--- config.mk ---
export PLATFORM = sky130hd
export DESIGN_NAME = mem_ctrl_ws
export DESIGN_NICKNAME = d
export VERILOG_FILES = /design/src/rtl/mem_ctrl_pkg.sv /design/src/rtl/lc3_mem_array.sv /design/src/rtl/mem_ctrl_ws.sv
export SDC_FILE = /design/constraint.sdc
export NUM_CORES = 2
export LEC_CHECK = 0
export CAP_MARGIN = 40
export CORE_AREA = 2 2 424 847
export CTS_BUF_LIST = sky130_fd_sc_hd__clkbuf_8 sky130_fd_sc_hd__clkbuf_16
export DETAILED_ROUTE_END_ITERATION = 16
export DIE_AREA = 0 0 426 849
export PLACE_DENSITY = 0.57
export SLEW_MARGIN = 20
export SYNTH_ARGS = -nofsm -noshare
export SYNTH_HDL_FRONTEND = slang
export SYNTH_SLANG_ARGS = --single-unit
export TNS_END_PERCENT = 100
--- constraint.sdc ---
create_clock -name clk -period 5 [get_ports clk]
set_clock_uncertainty 0.15 [all_clocks]
set_input_delay 0.5 -clock clk [delete_from_list [all_inputs] [get_ports clk]]
set_output_delay 0.5 -clock clk [all_outputs]
set_load 0.005 [all_outputs]
--- src/rtl/mem_ctrl_pkg.sv ---
// Shared types and default sizing for the LC-3 wait-state memory controller.
package mem_ctrl_pkg;

  localparam int unsigned LC3_DATA_W    = 16;
  localparam int unsigned LC3_ADDR_W    = 16;
  localparam int unsigned LC3_MEM_DEPTH = 256;

  typedef enum logic [1:0] {
    IDLE = 2'd0,
    BUSY = 2'd1,
    DONE = 2'd2
  } state_e;

endpackage

--- src/rtl/lc3_mem_array.sv ---
// LC-3 main-memory storage: synchronous write, combinational read port sampled
// by the controller. Contents are deliberately not reset.
module lc3_mem_array
  import mem_ctrl_pkg::*;
#(
  parameter int unsigned DATA_W = LC3_DATA_W,
  parameter int unsigned DEPTH  = LC3_MEM_DEPTH,
  parameter int unsigned IDX_W  = 8
) (
  input  logic              clk,
  input  logic              we,
  input  logic [IDX_W-1:0]  addr,
  input  logic [DATA_W-1:0] wdata,
  output logic [DATA_W-1:0] rdata_c
);

  logic [DATA_W-1:0] mem_q [DEPTH];

  always_ff @(posedge clk) begin
    if (we) mem_q[addr] <= wdata;
  end

  assign rdata_c = mem_q[addr];

endmodule

--- src/rtl/mem_ctrl_ws.sv ---
// LC-3 memory controller with memEN/memWE request, programmable wait states,
// registered read data, one-cycle memR ready pulse and out-of-range flag.
module mem_ctrl_ws
  import mem_ctrl_pkg::*;
#(
  parameter int unsigned DATA_W      = LC3_DATA_W,
  parameter int unsigned ADDR_W      = LC3_ADDR_W,
  parameter int unsigned DEPTH       = LC3_MEM_DEPTH,
  parameter int unsigned WAIT_CYCLES = 2
) (
  input  logic              clk,
  input  logic              reset,
  input  logic              memEN,
  input  logic              memWE,
  input  logic [ADDR_W-1:0] MARReg,
  input  logic [DATA_W-1:0] mdrOut,
  output logic [DATA_W-1:0] memOut,
  output logic              memR,
  output logic              memErr
);

  localparam int unsigned IDX_W = (DEPTH > 1) ? $clog2(DEPTH) : 1;
  localparam int unsigned CNT_W = (WAIT_CYCLES > 0) ? $clog2(WAIT_CYCLES + 1) : 1;

  state_e            state_q, state_d;
  logic [CNT_W-1:0]  cnt_q, cnt_d;
  logic [ADDR_W-1:0] addr_q, addr_d;
  logic [DATA_W-1:0] data_q, data_d;
  logic              we_q, we_d;
  logic [DATA_W-1:0] mem_out_q, mem_out_d;
  logic              mem_r_q, mem_r_d;
  logic              mem_err_q, mem_err_d;

  logic              in_range_c;
  logic              arr_we_c;
  logic [DATA_W-1:0] rdata_c;

  // Range check on the captured address; array is indexed only when it passes.
  assign in_range_c = ({1'b0, addr_q} < (ADDR_W + 1)'(DEPTH));

  lc3_mem_array #(
    .DATA_W (DATA_W),
    .DEPTH  (DEPTH),
    .IDX_W  (IDX_W)
  ) u_array (
    .clk     (clk),
    .we      (arr_we_c),
    .addr    (addr_q[IDX_W-1:0]),
    .wdata   (data_q),
    .rdata_c (rdata_c)
  );

  always_ff @(posedge clk or posedge reset) begin
    if (reset) begin
      state_q   <= IDLE;
      cnt_q     <= '0;
      addr_q    <= '0;
      data_q    <= '0;
      we_q      <= 1'b0;
      mem_out_q <= '0;
      mem_r_q   <= 1'b0;
      mem_err_q <= 1'b0;
    end else begin
      state_q   <= state_d;
      cnt_q     <= cnt_d;
      addr_q    <= addr_d;
      data_q    <= data_d;
      we_q      <= we_d;
      mem_out_q <= mem_out_d;
      mem_r_q   <= mem_r_d;
      mem_err_q <= mem_err_d;
    end
  end

  always_comb begin
    state_d   = state_q;
    cnt_d     = cnt_q;
    addr_d    = addr_q;
    data_d    = data_q;
    we_d      = we_q;
    mem_out_d = mem_out_q;
    mem_r_d   = 1'b0;
    mem_err_d = 1'b0;
    arr_we_c  = 1'b0;

    unique case (state_q)
      IDLE: begin
        if (memEN) begin
          addr_d  = MARReg;
          data_d  = mdrOut;
          we_d    = memWE;
          cnt_d   = CNT_W'(WAIT_CYCLES);
          state_d = BUSY;
        end
      end
      BUSY: begin
        if (cnt_q != '0) begin
          cnt_d = cnt_q - CNT_W'(1);
        end else begin
          // Completing edge: access the array and raise the ready pulse.
          state_d   = DONE;
          mem_r_d   = 1'b1;
          mem_err_d = ~in_range_c;
          if (we_q) begin
            arr_we_c = in_range_c;
          end else begin
            mem_out_d = in_range_c ? rdata_c : '0;
          end
        end
      end
      DONE: begin
        state_d = IDLE;
      end
      default: begin
        state_d = IDLE;
      end
    endcase
  end

  assign memOut = mem_out_q;
  assign memR   = mem_r_q;
  assign memErr = mem_err_q;

endmodule

==> results.toml <==
[placement]
detailedPlacementHpwl_um = 256200
place.gp.congestion = 0.8440
dp_worst_setup_slack_ns = 0.4163
port_buffers = 53

[power_and_ir_drop]
pwr_density_cell_nw_per_um2 = 584.6
total_leakage_power_nw = 57.41
vdd_drop_max_mv = 0.5883

[setup_path]
worst_ep_arrival_time_ns = 5.14
worst_flop_to_flop_path_startpoint = "addr_q[1]"
crit_required_ns = 5.64
setup.reg_to_reg.worst_slack_ns = 0.50
setup.worst_path.class = "reg2reg"
critical_path_peak_fanout = 55
worst_setup_path_end_kind = "register"
worst_flop_to_flop_path_endpoint = "memOut[12]"
worstRegToRegCells = 7
worst_setup_path_start_kind = "register"

[finish]
multi_input_comb_area_um2 = 33070
seq_area_um2 = 124500
finish.utilization_pct = 51.20
nets = 7873
areaGrowthSynthToFinish_pct = 14.20
drive_above_1_share_pct = 27.89
fillCellCount = 28047

[clock_network]
clkSlewWorstSetupHoldPaths_ns = 0.07
cts_htree_levels = 5
clock_tree.buffer_depth = 4
number_of_buffers_added_by_the_clock_tree_synthesis_step = 368
clock_sinks = 4151
clock_tree.root_cell = "sky130_fd_sc_hd__clkbuf_16"
cts_tree = "built"
clk_latency_ns = 0.93
postCtsSetupBuffers = 0

[synthesis]
syn_avg_cell_area_um2 = 21.95
yosysSeqAreaShare_pct = 78.09
syn-instance-count = 7255
yosysTopAreaCellShare_pct = 77.22
number_of_flops_mapped_to_enable_cells_by_yosys = 4096
synthTopCellsByArea = "sky130_fd_sc_hd__edfxtp_1 77%, sky130_fd_sc_hd__mux4_2 13%, sky130_fd_sc_hd__mux2i_1 1.8%"
synth_fp_nets = 7292
post_synth_instance_area_um2 = 159300
ys_ff_latch = 4151
synthesis.yosys.warnings = 0
synth_cell_types = 51
library_cell_with_the_largest_summed_area_after_synthesis = "sky130_fd_sc_hd__edfxtp_1"
synth-main-ff-cell = "sky130_fd_sc_hd__edfxtp_1"
ys_async_sr_fraction_pct = 1.325

[hold_path]
whs_endpoint = "data_q[0]"
hold_class = "in2reg"
holdCritStartpoint = "mdrOut[0]"
min_delay_path_depth = 2

[status]
run_status = "completed"

[timing]
tns_ns = 0
layout_worst_path_cycle_share_pct = 89.94
slew-limit-headroom_pct = 26.65
max_freq_ghz = 0.2224
grt_setup_unrepaired = "no"
timing_max_transition_violations_final = 0
final-hold-violation-count = 0
worst_slack_ns = 0.5031
report.final.setup_viol = 0
min_period_ns = 4.497
max_slew.worst_pin.slew_ns = 1.100

[die]
initial_core_util_pct = 44.83
fp.dieW_um = 426
die_footprint_um2 = 361700
row_count = 310
core-area_um2 = 355300
floorplan.die.height_um = 849
num_io_pins = 54

[detailed_routing]
detailedRoute.firstIterationViolations = 9122
route.detailed.vias_per_inst = 6.010
top_layer = "met5"
totalWireLength_um = 426600
wire_per_inst_um = 33.18
vias = 77287
drt-met1-wl_um = 174200
route.met2.wl_um = 209500
post-route-drc-count = 0
ant_nets = 0
routed-wl-met3_um = 26830
drt_pre_antenna_iters = 6

[global_route]
grt_start_max_net_pins = 205
grt_first_pass_wirelength_um = 599700
grt_antenna_before_repair = 24
grt_pass1_vias = 76742
globalRouteOverflowTotal = 0
track_usage_pct = 23.33

[flow_run]
cap_viol_max_count = 0
area by class of cell:
type                       instances  share of cell area, %
multi-input combinational       2660                  18.18
tap                             4680                  3.219
inverter                           9                0.01857
sequential                      4151                  68.42
clock buffer                     381                  5.198
clock inverter                   291                  1.480
timing repair buffer             646                  3.425
antenna                           41                0.05641
sequential cells by signal, indices dropped and copies added, names as in the netlist:
name           count
state_q            2
memErr             1
addr_q            16
we_q               1
u_array.mem_q   4096
data_q            16
memOut            16
cnt_q              2
memR               1
layer usage:
metal	GRT usage [%]	vias to the layer above
met4	8.530	12
met3	2.874	581
li1	-	31750
met2	37.52	3004
met1	32.93	41940
met5	0	-
worst max-delay path, cell delays in order, from the launching register on:
cell and delay (ns):
sky130_fd_sc_hd__dfrtp_4 0.96, sky130_fd_sc_hd__buf_12 0.40, sky130_fd_sc_hd__mux4_2 0.56, sky130_fd_sc_hd__mux2i_1 0.24, sky130_fd_sc_hd__o22ai_1 0.17, sky130_fd_sc_hd__or4_1 0.88
sky130_fd_sc_hd__a2111oi_0 0.87, sky130_fd_sc_hd__nor3_1 0.10
cells in the mapped netlist (all sizes together) (3+ instances only):
library cell  count
inv               9
a221oi           34
a31o             15
a21oi           143
a21boi           16
dfrtp            55
mux2            112
nor2b            29
o21a             16
a211oi            6
nand3            75
buf             237
a21o             17
a311oi           15
clkbuf          198
nand4            33
a41oi            15
mux2i           289
a2111oi          15
nand2           154
and3              3
edfxtp         4096
and2             18
o2111ai          16
o22ai            47
or4              17
mux4            943
nor3             20
a31oi            18
nor2            292
o21ai            83
a2111o           15
o211ai           15
a22o             32
a22oi           142
worst max path at each step:
| stage | start | end | slack, ns | depth (start not counted) |
|---|---|---|---|---|
| 2_1_floorplan | data_q[0] | u_array.mem_q[0][0] | 0.87 | 0 |
| 3_3_place_gp | addr_q[1] | memOut[1] | 0.02 | 9 |
| 3_5_place_dp | addr_q[1] | memOut[12] | 0.42 | 7 |
| 4_1_cts | addr_q[1] | memOut[12] | 0.43 | 7 |
| 5_1_grt | addr_q[1] | memOut[3] | 0.40 | 9 |
| 6_report | addr_q[1] | memOut[12] | 0.50 | 7 |
logic make-up after synthesis:
kind of cell    after synthesis  synth area share (%)
compound gates              664                 2.874
fa+ha+maj                     1              0.007854
buf+inv                     444                 1.288
flops                      4151                 78.09
mux                        1344                 15.94
simple gates                651                 1.802
metrics by stage:
stage	area [um^2]	power, W	hold slack (ns)	std cells
finish	181900	0.1063	0.07902	12859
global placement	169000	0.07796	0.3322	12101
floorplan	159300	0.06469	0.3120	7255
CTS	181600	0.1073	0.005998	12810
global route	181900	0.1097	0.04714	12857
detailed placement	169300	0.07850	0.3412	12122
report_power, final:
part / internal (W) / total, W / switching [W]
clock network: 0.0161 / 0.0289 / 0.0128
logic: 0.0117 / 0.0324 / 0.0207
registers: 0.0437 / 0.0450 / 0.00131
cell usage in the layout (no fill, tap or decap), types with 32 or more instances in the layout:
cell                              instances
sky130_fd_sc_hd__buf_12                  84
sky130_fd_sc_hd__edfxtp_1              4096
sky130_fd_sc_hd__diode_2                 41
sky130_fd_sc_hd__a22o_1                  32
sky130_fd_sc_hd__clkdlybuf4s50_1         53
sky130_fd_sc_hd__clkinv_2                68
sky130_fd_sc_hd__dfrtp_1                 32
sky130_fd_sc_hd__nand2_1                145
sky130_fd_sc_hd__o21ai_0                 81
sky130_fd_sc_hd__o22ai_1                 47
sky130_fd_sc_hd__a22oi_1                142
sky130_fd_sc_hd__clkbuf_16              374
sky130_fd_sc_hd__a21oi_1                143
sky130_fd_sc_hd__inv_1                   77
sky130_fd_sc_hd__a221oi_1                34
sky130_fd_sc_hd__clkinv_1                57
sky130_fd_sc_hd__buf_4                  479
sky130_fd_sc_hd__nand3_1                 68
sky130_fd_sc_hd__nor2_1                 269
sky130_fd_sc_hd__mux4_2                 943
sky130_fd_sc_hd__bufinv_16               46
sky130_fd_sc_hd__nand4_1                 33
sky130_fd_sc_hd__mux2i_1                289
sky130_fd_sc_hd__mux2_2                 112
timing repair:
action,CTS,global route
endpoints found under the hold margin,47,0
hold buffers,16,0
resized for setup,0,0
Note: power is estimated with default switching activity, not from simulation.
